## config.mk

```make
export PLATFORM = sky130hd
export DESIGN_NAME = fifo_sync_flex
export DESIGN_NICKNAME = d
export VERILOG_FILES = /design/src/rtl/fifo_ptr_wrap.sv /design/src/rtl/fifo_sync_flex.sv
export SDC_FILE = /design/constraint.sdc
export NUM_CORES = 1
export LEC_CHECK = 0
export CAP_MARGIN = 15
export CORE_MARGIN = 2
export CORE_UTILIZATION = 44
export DETAILED_ROUTE_END_ITERATION = 6
export PLACE_DENSITY = 0.71
export SLEW_MARGIN = 30
export SYNTH_ARGS = -nofsm -noshare
export SYNTH_HDL_FRONTEND = slang
export SYNTH_HIERARCHICAL = 1
export SYNTH_SLANG_ARGS = --single-unit
```

## constraint.sdc

```tcl
create_clock -name clk_i -period 3.8 [get_ports clk_i]
set_clock_uncertainty 0.1 [all_clocks]
set_input_delay 1.14 -clock clk_i [delete_from_list [all_inputs] [get_ports clk_i]]
set_output_delay 1.14 -clock clk_i [all_outputs]
set_load 0.005 [all_outputs]
```

## src/rtl/fifo_ptr_wrap.sv

```systemverilog
// Wrapping FIFO pointer: low bits count 0..Depth-1, top bit toggles on wrap.
// Ports: clk_i, rst_ni (async, active-low), clr_i (sync clear), inc_i, ptr_o.
module fifo_ptr_wrap #(
    parameter int unsigned Depth = 4,
    parameter int unsigned PtrW  = 2
) (
    input  logic          clk_i,
    input  logic          rst_ni,
    input  logic          clr_i,
    input  logic          inc_i,
    output logic [PtrW:0] ptr_o
);

    localparam logic [PtrW-1:0] LastIdx = PtrW'(Depth - 1);

    logic [PtrW:0] ptr_q, ptr_d;

    always_comb begin
        ptr_d = ptr_q;
        if (clr_i) begin
            ptr_d = '0;
        end else if (inc_i) begin
            if (ptr_q[PtrW-1:0] == LastIdx) begin
                ptr_d = {~ptr_q[PtrW], {PtrW{1'b0}}};
            end else begin
                ptr_d = ptr_q + 1'b1;
            end
        end
    end

    always_ff @(posedge clk_i or negedge rst_ni) begin
        if (!rst_ni) begin
            ptr_q <= '0;
        end else begin
            ptr_q <= ptr_d;
        end
    end

    assign ptr_o = ptr_q;

endmodule

```

## src/rtl/fifo_sync_flex.sv

```systemverilog
// Synchronous FIFO with optional fall-through, flush and watermarks.
// Ports: clk_i, rst_ni, clr_i, write (wvalid_i/wready_o/wdata_i), read
// (rvalid_o/rready_i/rdata_o), depth_o, thresholds, almost_full_o/almost_empty_o.
module fifo_sync_flex #(
    parameter int unsigned Width             = 16,
    parameter int unsigned Depth             = 4,
    parameter bit          Pass              = 1'b1,
    parameter bit          OutputZeroIfEmpty = 1'b1,
    // At least one bit so the count ports stay legal when Depth=0.
    localparam int unsigned DepthW = (Depth == 0) ? 1 : $clog2(Depth + 1)
) (
    input  logic              clk_i,
    input  logic              rst_ni,
    input  logic              clr_i,
    input  logic              wvalid_i,
    output logic              wready_o,
    input  logic [Width-1:0]  wdata_i,
    output logic              rvalid_o,
    input  logic              rready_i,
    output logic [Width-1:0]  rdata_o,
    output logic [DepthW-1:0] depth_o,
    input  logic [DepthW-1:0] afull_thresh_i,
    input  logic [DepthW-1:0] aempty_thresh_i,
    output logic              almost_full_o,
    output logic              almost_empty_o
);

    if (Depth == 0) begin : g_wire
        logic unused_wire;
        assign unused_wire = ^{clk_i, rst_ni, clr_i};
        assign wready_o = rready_i;
        assign rvalid_o = wvalid_i;
        assign rdata_o  = wdata_i;
        assign depth_o  = '0;
    end else begin : g_fifo
        localparam int unsigned PtrW = (Depth > 1) ? $clog2(Depth) : 1;

        logic [PtrW:0]      wptr, rptr;
        logic               full, empty, pass_thru;
        logic               push, pop, wr_en, rd_en;
        logic [Width-1:0]   mem_q [Depth];

        assign empty = (wptr == rptr);
        assign full  = (wptr[PtrW-1:0] == rptr[PtrW-1:0]) &&
                       (wptr[PtrW] != rptr[PtrW]);

        assign pass_thru = Pass && empty;
        assign wready_o  = !full && !clr_i;
        assign rvalid_o  = (!empty || (Pass && wvalid_i)) && !clr_i;
        assign push      = wvalid_i && wready_o;
        assign pop       = rvalid_o && rready_i;

        // A fall-through word consumed in the same cycle never touches storage.
        assign wr_en = push && !(pass_thru && pop);
        assign rd_en = pop && !pass_thru;

        fifo_ptr_wrap #(.Depth(Depth), .PtrW(PtrW)) u_wptr (
            .clk_i (clk_i),
            .rst_ni(rst_ni),
            .clr_i (clr_i),
            .inc_i (wr_en),
            .ptr_o (wptr)
        );

        fifo_ptr_wrap #(.Depth(Depth), .PtrW(PtrW)) u_rptr (
            .clk_i (clk_i),
            .rst_ni(rst_ni),
            .clr_i (clr_i),
            .inc_i (rd_en),
            .ptr_o (rptr)
        );

        // Storage is deliberately left unreset; the pointers define validity.
        always_ff @(posedge clk_i) begin
            if (wr_en) begin
                mem_q[wptr[PtrW-1:0]] <= wdata_i;
            end
        end

        always_comb begin
            if (full) begin
                depth_o = DepthW'(Depth);
            end else if (wptr[PtrW] == rptr[PtrW]) begin
                depth_o = DepthW'(wptr[PtrW-1:0]) - DepthW'(rptr[PtrW-1:0]);
            end else begin
                depth_o = DepthW'(Depth) - DepthW'(rptr[PtrW-1:0])
                        + DepthW'(wptr[PtrW-1:0]);
            end
        end

        always_comb begin
            rdata_o = mem_q[rptr[PtrW-1:0]];
            if (pass_thru) begin
                rdata_o = wdata_i;
            end
            if (OutputZeroIfEmpty && !rvalid_o) begin
                rdata_o = '0;
            end
        end
    end

    assign almost_full_o  = (depth_o >= afull_thresh_i);
    assign almost_empty_o = (depth_o <= aempty_thresh_i);

endmodule

```

# Word-level counts from Yosys, hierarchy flattened
# Memory sizes are Yosys's and may differ from the RTL's.
# Index checks and enable logic that the tools add are counted.
[op_classes] bitwise_logic=2 magnitude_cmp=2 n_mux=12 mul=0 n_reduce_logical=15 div=0 eq_ne=6 n_addsub=5 shifts=0
[op_table] op="16-bit 2-to-1 mux" count=2
[op_table] op="3-bit 2-to-1 mux" count=8
[op_table] op="1-bit logical AND" count=8
[op_table] op="3-bit by 1-bit adder with 3-bit output (second input constant)" count=2
[op_table] op="2-bit == test (second input constant)" count=2
[op_table] op="1-bit zero test" count=4
[op_table] op="2-bit nonzero test" count=2
[op_table] op="3-bit by 2-bit adder with 3-bit output" count=1
[op_table] op="3-bit == test" count=1
[op_table] op="3-bit greater-or-equal comparator" count=1
[op_table] op="3-bit <= comparator" count=1
[op_table] op="2-bit by 2-bit subtractor with 3-bit output" count=1
[op_table] op="3-bit by 2-bit subtractor with 3-bit output (first input constant)" count=1
[op_table] op="2-bit == test" count=1
[op_table] op="1-bit 2-to-1 mux" count=2
[op_table] op="1-bit NOT" count=2
[op_table] op="1-bit == test" count=1
[op_table] op="1-bit logical OR" count=1
[op_table] op="1-bit != test" count=1
[word_totals] reg_bits=6 latch_bits=0 word_cells=45 ram_bits=64 rom_bits=0 in_bits=27 mem_count=1
[memory_table] name="g_fifo.mem_q" depth=4 width=16 read_ports=1 rd_ports_with_merged_regs=0 write_ports=1 line_no="fifo_sync_flex.sv:41" rtl="logic [Width-1:0] mem_q [Depth];"

# Depth between registers and ports, before layout
# Gate-level depths: netlist (run 1).
[logic_depth] depth_word=10 mapped_depth=11 ltp_nobuf=9

# Hierarchy
# Netlist (run 1), hierarchy kept.
[by_module_without_submodules] mod="fifo_sync_flex" instances=1 cells_each=185 area_per_inst_um2=2956.6
[by_module_without_submodules] mod="fifo_ptr_wrap" instances=2 cells_each=12 area_per_inst_um2=147.6

# Least setup slack after synthesis (run 1)
# No wires, ideal clock.
[synth_path] path_kind="register -> output" from="register g_fifo.u_rptr.ptr_q[1], in the netlist g_fifo.u_rptr/ptr_o[1]" to="output port almost_empty_o" arrival_ns=2.549 path_slack_ns=0.011 t_required_ns=2.560 path_stages_with_launch=12 path_buffers=3 cell_sequence="dfrtp_1 buf_2 buf_2 inv_1 ha_1 and2_1 clkbuf_1 a21boi_0 ha_1 nor2b_1 o21a_1 o21ai_0"
[synth_via] elab_chain_cells=5
[synth_rtl] element="start: declaration" line_no="fifo_ptr_wrap.sv:16" rtl="logic [PtrW:0] ptr_q, ptr_d;"
[synth_rtl] element="start signal: assignment" line_no="fifo_ptr_wrap.sv:35" rtl="ptr_q <= ptr_d;"
[synth_rtl] element="3-bit by 2-bit subtractor with 3-bit output" line_no="fifo_sync_flex.sv:86" rtl="depth_o = DepthW'(Depth) - DepthW'(rptr[PtrW-1:0])"
[synth_rtl] element="3-bit by 2-bit adder with 3-bit output" line_no="fifo_sync_flex.sv:87" rtl="+ DepthW'(wptr[PtrW-1:0]);"
[synth_rtl] element="3-bit 2-to-1 mux" line_no="fifo_sync_flex.sv:83" rtl="end else if (wptr[PtrW] == rptr[PtrW]) begin"
[synth_rtl] element="3-bit 2-to-1 mux *" line_no="fifo_sync_flex.sv:81" rtl="if (full) begin"
[synth_rtl] element="net depth_o[1]" line_no="fifo_sync_flex.sv:21" rtl="output logic [DepthW-1:0] depth_o,"
[synth_rtl] element="3-bit <= comparator *" line_no="fifo_sync_flex.sv:103" rtl="assign almost_empty_o = (depth_o <= aempty_thresh_i);"
[synth_rtl] element="end: declaration" line_no="fifo_sync_flex.sv:25" rtl="output logic almost_empty_o"
# The timed path passes the listed nets; every way through them passes the cells marked *.

# Final worst setup path (run 1)
[layout_path] from="register g_fifo.u_wptr.ptr_q[0], in the netlist g_fifo.u_wptr/ptr_o[0]" to="output port almost_full_o"
[layout_via] elab_chain_cells=4
[layout_rtl] element="start: declaration" line_no="fifo_ptr_wrap.sv:16"
[layout_rtl] element="start signal: assignment" line_no="fifo_ptr_wrap.sv:35"
[layout_rtl] element="3-bit by 2-bit adder with 3-bit output (tied with other cells)" line_no="fifo_sync_flex.sv:87"
[layout_rtl] element="3-bit 2-to-1 mux / 1-bit logical AND (equally long branches)" line_no="fifo_sync_flex.sv:83, fifo_sync_flex.sv:44"
[layout_rtl] element="3-bit 2-to-1 mux *" line_no="fifo_sync_flex.sv:81"
[layout_rtl] element="3-bit greater-or-equal comparator *" line_no="fifo_sync_flex.sv:102" rtl="assign almost_full_o = (depth_o >= afull_thresh_i);"
[layout_rtl] element="end: declaration" line_no="fifo_sync_flex.sv:24" rtl="output logic almost_full_o,"
# Mark *: on every way between the ends. The rest lies on a longest branch, timed or not.

==> results of run 1 <==
report_power, final:
part	switching [mW]	total, mW	internal (mW)
clock network	0.269	0.500	0.231
registers	0.00278	0.855	0.852
logic	0.0957	0.203	0.107
total	0.367	1.56	1.19
how the worst max path moves through the flow:
stage | from | to | slack, ps | cells past startpoint
after floorplan | g_fifo.u_rptr/ptr_o[1] | almost_empty_o | 10 | 11
after global placement | aempty_thresh_i[1] | almost_empty_o | -270 | 7
after detailed placement | aempty_thresh_i[1] | almost_empty_o | -310 | 7
after CTS | g_fifo.u_wptr/ptr_o[0] | almost_empty_o | 7 | 10
after global routing | g_fifo.u_wptr/ptr_o[0] | almost_full_o | 20 | 10
final | g_fifo.u_wptr/ptr_o[0] | almost_full_o | 110 | 10
layout make-up:
cell class	count	area (µm²)	area share (%)
Sequential cell	70	2072	49.26
Multi-Input combinational cell	117	1095	26.03
Timing Repair Buffer	77	710.7	16.89
Clock buffer	9	123.9	2.945
Tap cell	99	123.9	2.945
Inverter	11	41.29	0.9816
Clock inverter	6	40.04	0.9518
layout by cell type (no fill, tap or decap), types with 3 or more instances in the layout:
master           Yosys  routed
a21oi_1             21      20
a21oi_2              2       3
buf_12               1       3
buf_4                1      25
clkbuf_8             0       9
clkdlybuf4s50_1      0      30
clkinv_2             0       3
dfrtp_1              6       6
dlygate4sd2_1        0      16
edfxtp_1            64      64
ha_1                10       9
inv_1               11      10
mux4_1               6       6
mux4_2              10      10
nand2_1              3       3
nand2b_1             3       3
nand3_1             17      17
nand3b_1             3       3
nor2_1               3       3
o21ai_0             13      12
o21ai_1              4       4
metrics by stage:
| step | cells | worst slack, ps | instance area, µm² |
|---|---|---|---|
| floorplan | 209 | 10.89 | 3252 |
| global placement | 371 | -271.7 | 4009 |
| detailed placement | 371 | -313.2 | 4009 |
| CTS | 389 | 6.553 | 4212 |
| global route | 389 | 17.27 | 4207 |
| finish | 389 | 113.4 | 4207 |
what timing repair did:
item                       in CTS  in global routing
resized for setup              27                  4
pin swaps                       0                  2
setup buffers                   3                  0
gates cloned                    0                  0
setup endpoints to repair      19                  3
synthesized netlist by cell type, types with 2 or more instances:
cell type | n | area share [%]
mux4_2 | 10 | 6.9
dfrtp_1 | 6 | 4.6
clkbuf_1 | 3 | 0.35
nand2b_1 | 3 | 0.58
nor3_1 | 2 | 0.31
buf_6 | 2 | 0.69
buf_2 | 4 | 0.62
a21o_1 | 2 | 0.46
nor4_1 | 2 | 0.38
mux2i_1 | 2 | 0.62
o21ai_0 | 13 | 2.0
nand3b_1 | 3 | 0.69
edfxtp_1 | 64 | 59
a21oi_2 | 2 | 0.54
mux4_1 | 6 | 4.8
a21bo_2 | 2 | 0.62
nor2_1 | 3 | 0.35
a21oi_1 | 21 | 3.2
nand2_1 | 3 | 0.35
inv_1 | 11 | 1.3
or3b_1 | 2 | 0.54
ha_1 | 10 | 3.8
nand3_1 | 17 | 2.6
o21ai_1 | 4 | 0.62
sequential cells by signal (all words and copies together), names as in the netlist:
name                 cells
g_fifo.u_rptr/ptr_o      3
g_fifo.u_wptr/ptr_o      3
g_fifo.mem_q            64
critical path: stages, from the launching register on:
cell and delay (ps):
dfrtp_1 400, inv_2 70, ha_2 150, inv_1 40
fa_1 430, a21boi_2 170, buf_4 140, ha_1 280
a21o_1 150, a21o_1 170, clkbuf_2 100
cells by family after synthesis:
family                   after synthesis  share of synthesized area (%)
AO/OA/AOI/OAI                         48                          8.427
XOR/XNOR                               2                         0.7697
adder cells (fa/ha/maj)               11                          4.463
buffers and inverters                 22                          3.771
flip-flops                            70                          63.72
multiplexers                          18                          12.39
AND/OR/NAND/NOR                       38                          6.464
routing by layer:
metal / wire (µm) / part of all wire, % / track usage, % / up-vias
li1: - / - / - / 972
met1: 3061 / 45 / 23.06 / 1034
met2: 3294 / 49 / 29.42 / 54
met3: 252 / 3.7 / 3.856 / 14
met4: 136 / 2.0 / 7.179 / 0
met5: 0 / 0 / 0 / -
==> impl_metrics.yaml, run 1 <==
hold_path:
  hold_path_depth: 2
  min_to: "g_fifo.u_wptr/ptr_o[2]"
  holdCritPathClass: "flip-flop to flip-flop"
  min-delay-start: "g_fifo.u_wptr/ptr_o[2]"
cells_and_area:
  syn2layout_area_growth_pct: 29.36
  nNetsFinal: 324
  n_fill_cell: 574
  final_util_pct: 58.31
  antenna_cells: 0
  drive_gt1_share_pct: 24.14
floorplanning:
  fp-row-count: 31
  core_area_um2: 7214
  die-height_um: 89.97
  initial_core_util_pct: 45.07
  die-area_um2: 8095
  die_w_um: 89.97
  ios: 50
routing:
  wl_per_cell_um: 17.34
  vias: 2074
  viasPerCell: 5.332
  ant_nets: 0
  drt-pass1-iter-count: 4
  drt-total-wl_um: 6744
  drt_drc_violations_left: 0
  drt_iter0_markers: 208
global_routing:
  grt_max_degree: 20
  grt_overflow: 0
  grt_first_pass_wirelength_um: 11020
  first_global_vias: 2205
  grt_antenna_before_repair: 0
  grt_usage_pct: 17.78
power_and_ir_drop:
  power_density_nw_per_um2: 370.3
  peakVddDrop_v: 0.0002625
  total_power_mw: 1.557
  p_leak_nw: 1.581
sta:
  hold_viol_final: 0
  rsz0062_at_grt: "false"
  fmax_ghz: 0.2713
  max-slew-margin-rel_pct: 58.28
  worst_pin_slew_ps: 622.0
  finalCriticalPeriod_ps: 3687
  hold_slack_ps: 565.8
  timing.final.crit_share_pct: 97.01
  slew_violations: 0
  setup_violations: 0
  tns_ps: 0
synthesis:
  yosysSeqAreaShare_pct: 63.72
  synth_cell_type_count: 36
  synth_edf_count: 64
  syn_avg_cell_area_um2: 15.56
  synthCells: 209
  synth_flop_cell: "edfxtp_1"
  synth_fp_nets: 247
  synth-seq-cells: 70
  syn_area_um2: 3252
  yosysWarningCount: 6
  async_reset_ff_share_pct: 8.571
placement:
  port_buffers: 49
  hpwl_um: 4398
  gp_congestion: 0.7441
worst_setup_path:
  r2r_cells: 6
  path_class: "flip-flop to output pin"
  critPathLaunchType: "flip-flop"
  arrival_ps: 2450
  rr_startpoint: "g_fifo.u_wptr/ptr_o[1]"
  worst_r2r_endpoint: "g_fifo.u_rptr/ptr_o[0]"
  r2r_slack_ps: 1320
  required_ps: 2560
  critPathMaxFanout: 2
  cp-end-kind: "output pin"
clock_tree:
  root_buffer: "clkbuf_8"
  ctsHoldBuffers: 0
  htree_levels: 3
  cts_tree: "done"
  clk_pin_slew_ps: 70
  cts_made_buffers: 9
  clock_latency_ps: 340
  clk_path_buf_depth: 2
  clkSinkCount: 70
flow_run:
  maxCapViolCount: 0
run_status:
  status: "complete, no violations"
Power figures use the tool's default switching activity.
==> run 2, diff against run 1 <==
==> constraint.sdc (replaced) <==
create_clock -name clk_i -period 3.1 [get_ports clk_i]
set_clock_uncertainty 0.1 [all_clocks]
set_input_delay 0.93 -clock clk_i [delete_from_list [all_inputs] [get_ports clk_i]]
set_output_delay 0.93 -clock clk_i [all_outputs]
set_load 0.005 [all_outputs]
==> run 2 against run 1 <==
Net effect: the flow now finishes with violations (setup timing); sequential cell count did not move; critical path depth rose by 1; routed wire length rose by 17%; largest cell class unchanged; sequential power rose by 23%; via count rose by 10%; setup slack got worse by 480 ps.
==> impl_metrics.yaml, run 2 (synthesis results as in run 1) <==
sta:
  timing.final.crit_share_pct: 112.0
  tns_ps: -1605
  finalCriticalPeriod_ps: 3471
  slew_violations: 0
  setup_ws_ps: -371.1
  fmax_ghz: 0.2881
  hold_viol_final: 0
  worst_pin_slew_ps: 672.6
  setup_violations: 8
  rsz0062_at_grt: "true"
  max-slew-margin-rel_pct: 54.97
  hold_slack_ps: 585.4
clock_tree:
  clk_path_buf_depth: 2
  cts_tree: "done"
  clock_latency_ps: 340
  cts_made_buffers: 9
  clk_pin_slew_ps: 70
  root_buffer: "clkbuf_8"
  htree_levels: 3
  clkSinkCount: 70
cells_and_area:
  syn2layout_area_growth_pct: 44.02
  nNetsFinal: 363
  instances_no_fill: 429
  final_util_pct: 64.92
  largest_reg_flops: 64
  fin_area_um2: 4683
  drive_gt1_share_pct: 44.24
  final_cell_mix: "edfxtp_1 (64), buf_4 (46), clkdlybuf4s50_1 (25)"
  antenna_cells: 0
  mostFrequentLayoutCell: "edfxtp_1"
global_routing:
  grt_max_degree: 19
  grt_overflow: 0
  grt_usage_pct: 20.84
  grt_first_pass_wirelength_um: 12580
  first_global_vias: 2319
  grt_antenna_before_repair: 0
routing:
  ant_nets: 0
  viasPerCell: 5.317
  drt_iter0_markers: 135
  drt_drc_violations_left: 0
  drt-pass1-iter-count: 4
  vias: 2281
  drt-total-wl_um: 7906
  wl_per_cell_um: 18.43
worst_setup_path:
  path_class: "flip-flop to output pin"
  arrival_ps: 2440
  critPathLaunchType: "flip-flop"
  required_ps: 2070
  r2r_slack_ps: 430
  critPathMaxFanout: 2
  cp-end-kind: "output pin"
power_and_ir_drop:
  peakVddDrop_v: 0.0002584
  total_power_mw: 2.080
  power_density_nw_per_um2: 444.2
  p_leak_nw: 1.780
floorplanning:
  ios: 50
  core_area_um2: 7214
  die-height_um: 89.97
  initial_core_util_pct: 45.07
  die_w_um: 89.97
  fp-row-count: 31
  die-area_um2: 8095
placement:
  port_buffers: 49
  placed_area_um2: 4180
  dp_cells: 389
  hpwl_um: 4669
  place_ws_ps: -526.7
  gp_congestion: 0.8299
run_status:
  violations: "setup timing"
  status: "complete, but fails checks"
hold_path:
  holdCritPathClass: "flip-flop to flip-flop"
flow_run:
  maxCapViolCount: 0
-- run 2: cell count changes in the layout (fill, tap and decap cells not counted), moves of 5 or more --
| cell | change |
|---|---|
| buf_4 | +21 |
| buf_6 | +17 |
| o21ai_0 | -11 |
| clkbuf_2 | +8 |
| dlygate4sd2_1 | -8 |
| o21ai_2 | +8 |
| buf_2 | +5 |
| clkdlybuf4s50_1 | -5 |
-- run 2: critical path, stage by stage, from the launching register on --
cell	delay [ps]
dfrtp_1	390
inv_2	80
ha_4	120
inv_2	30
fa_1	480
a21boi_4	200
buf_6	120
ha_4	190
nor2b_4	120
o21a_1	150
o21ai_1	100
buf_2	120
-- run 2: layout make-up --
class / instances / area [µm²]
tap: 99 / 123.9
sequential: 70 / 2073
inverter: 11 / 41.29
timing repair buffer: 116 / 1052
multi-input combinational: 117 / 1204
clock inverter: 7 / 65.06
fill: 555 / 2531
clock buffer: 9 / 123.9
-- run 2: timing repair --
item | in CTS | in global routing
gates resized for setup | 90 | 38
setup endpoints to repair | 22 | 20
buffers inserted | 19 | 5
gates cloned | 3 | 0
hold buffers | 0 | 0
pin swaps | 10 | 5
hold endpoints to repair | 0 | 0
-- run 2: where the power goes --
part / switching, mW / total [mW] / internal, mW
clock: 0.339 / 0.704 / 0.364
combinational: 0.145 / 0.328 / 0.183
sequential: 0.00448 / 1.05 / 1.04
-- run 2: routing by layer --
layer  track usage (%)  wire length (µm)
met5                 0                 0
met4             9.487               249
met3             3.856               433
met2             36.24              4032
met1             25.42              3191
-- run 2: path summary, 6_finish.rpt --
kind,startpoint,end,cells after the start
max,g_fifo.u_wptr/ptr_o[0],almost_empty_o,11
min,g_fifo.u_rptr/ptr_o[2],g_fifo.u_rptr/ptr_o[2],2
max reg2reg,g_fifo.u_wptr/ptr_o[1],g_fifo.mem_q[3][14],9
min reg2reg,g_fifo.u_rptr/ptr_o[2],g_fifo.u_rptr/ptr_o[2],2
max in group asynchronous,rst_ni,g_fifo.u_wptr/ptr_o[1],1
min in group asynchronous,rst_ni,g_fifo.u_wptr/ptr_o[2],1
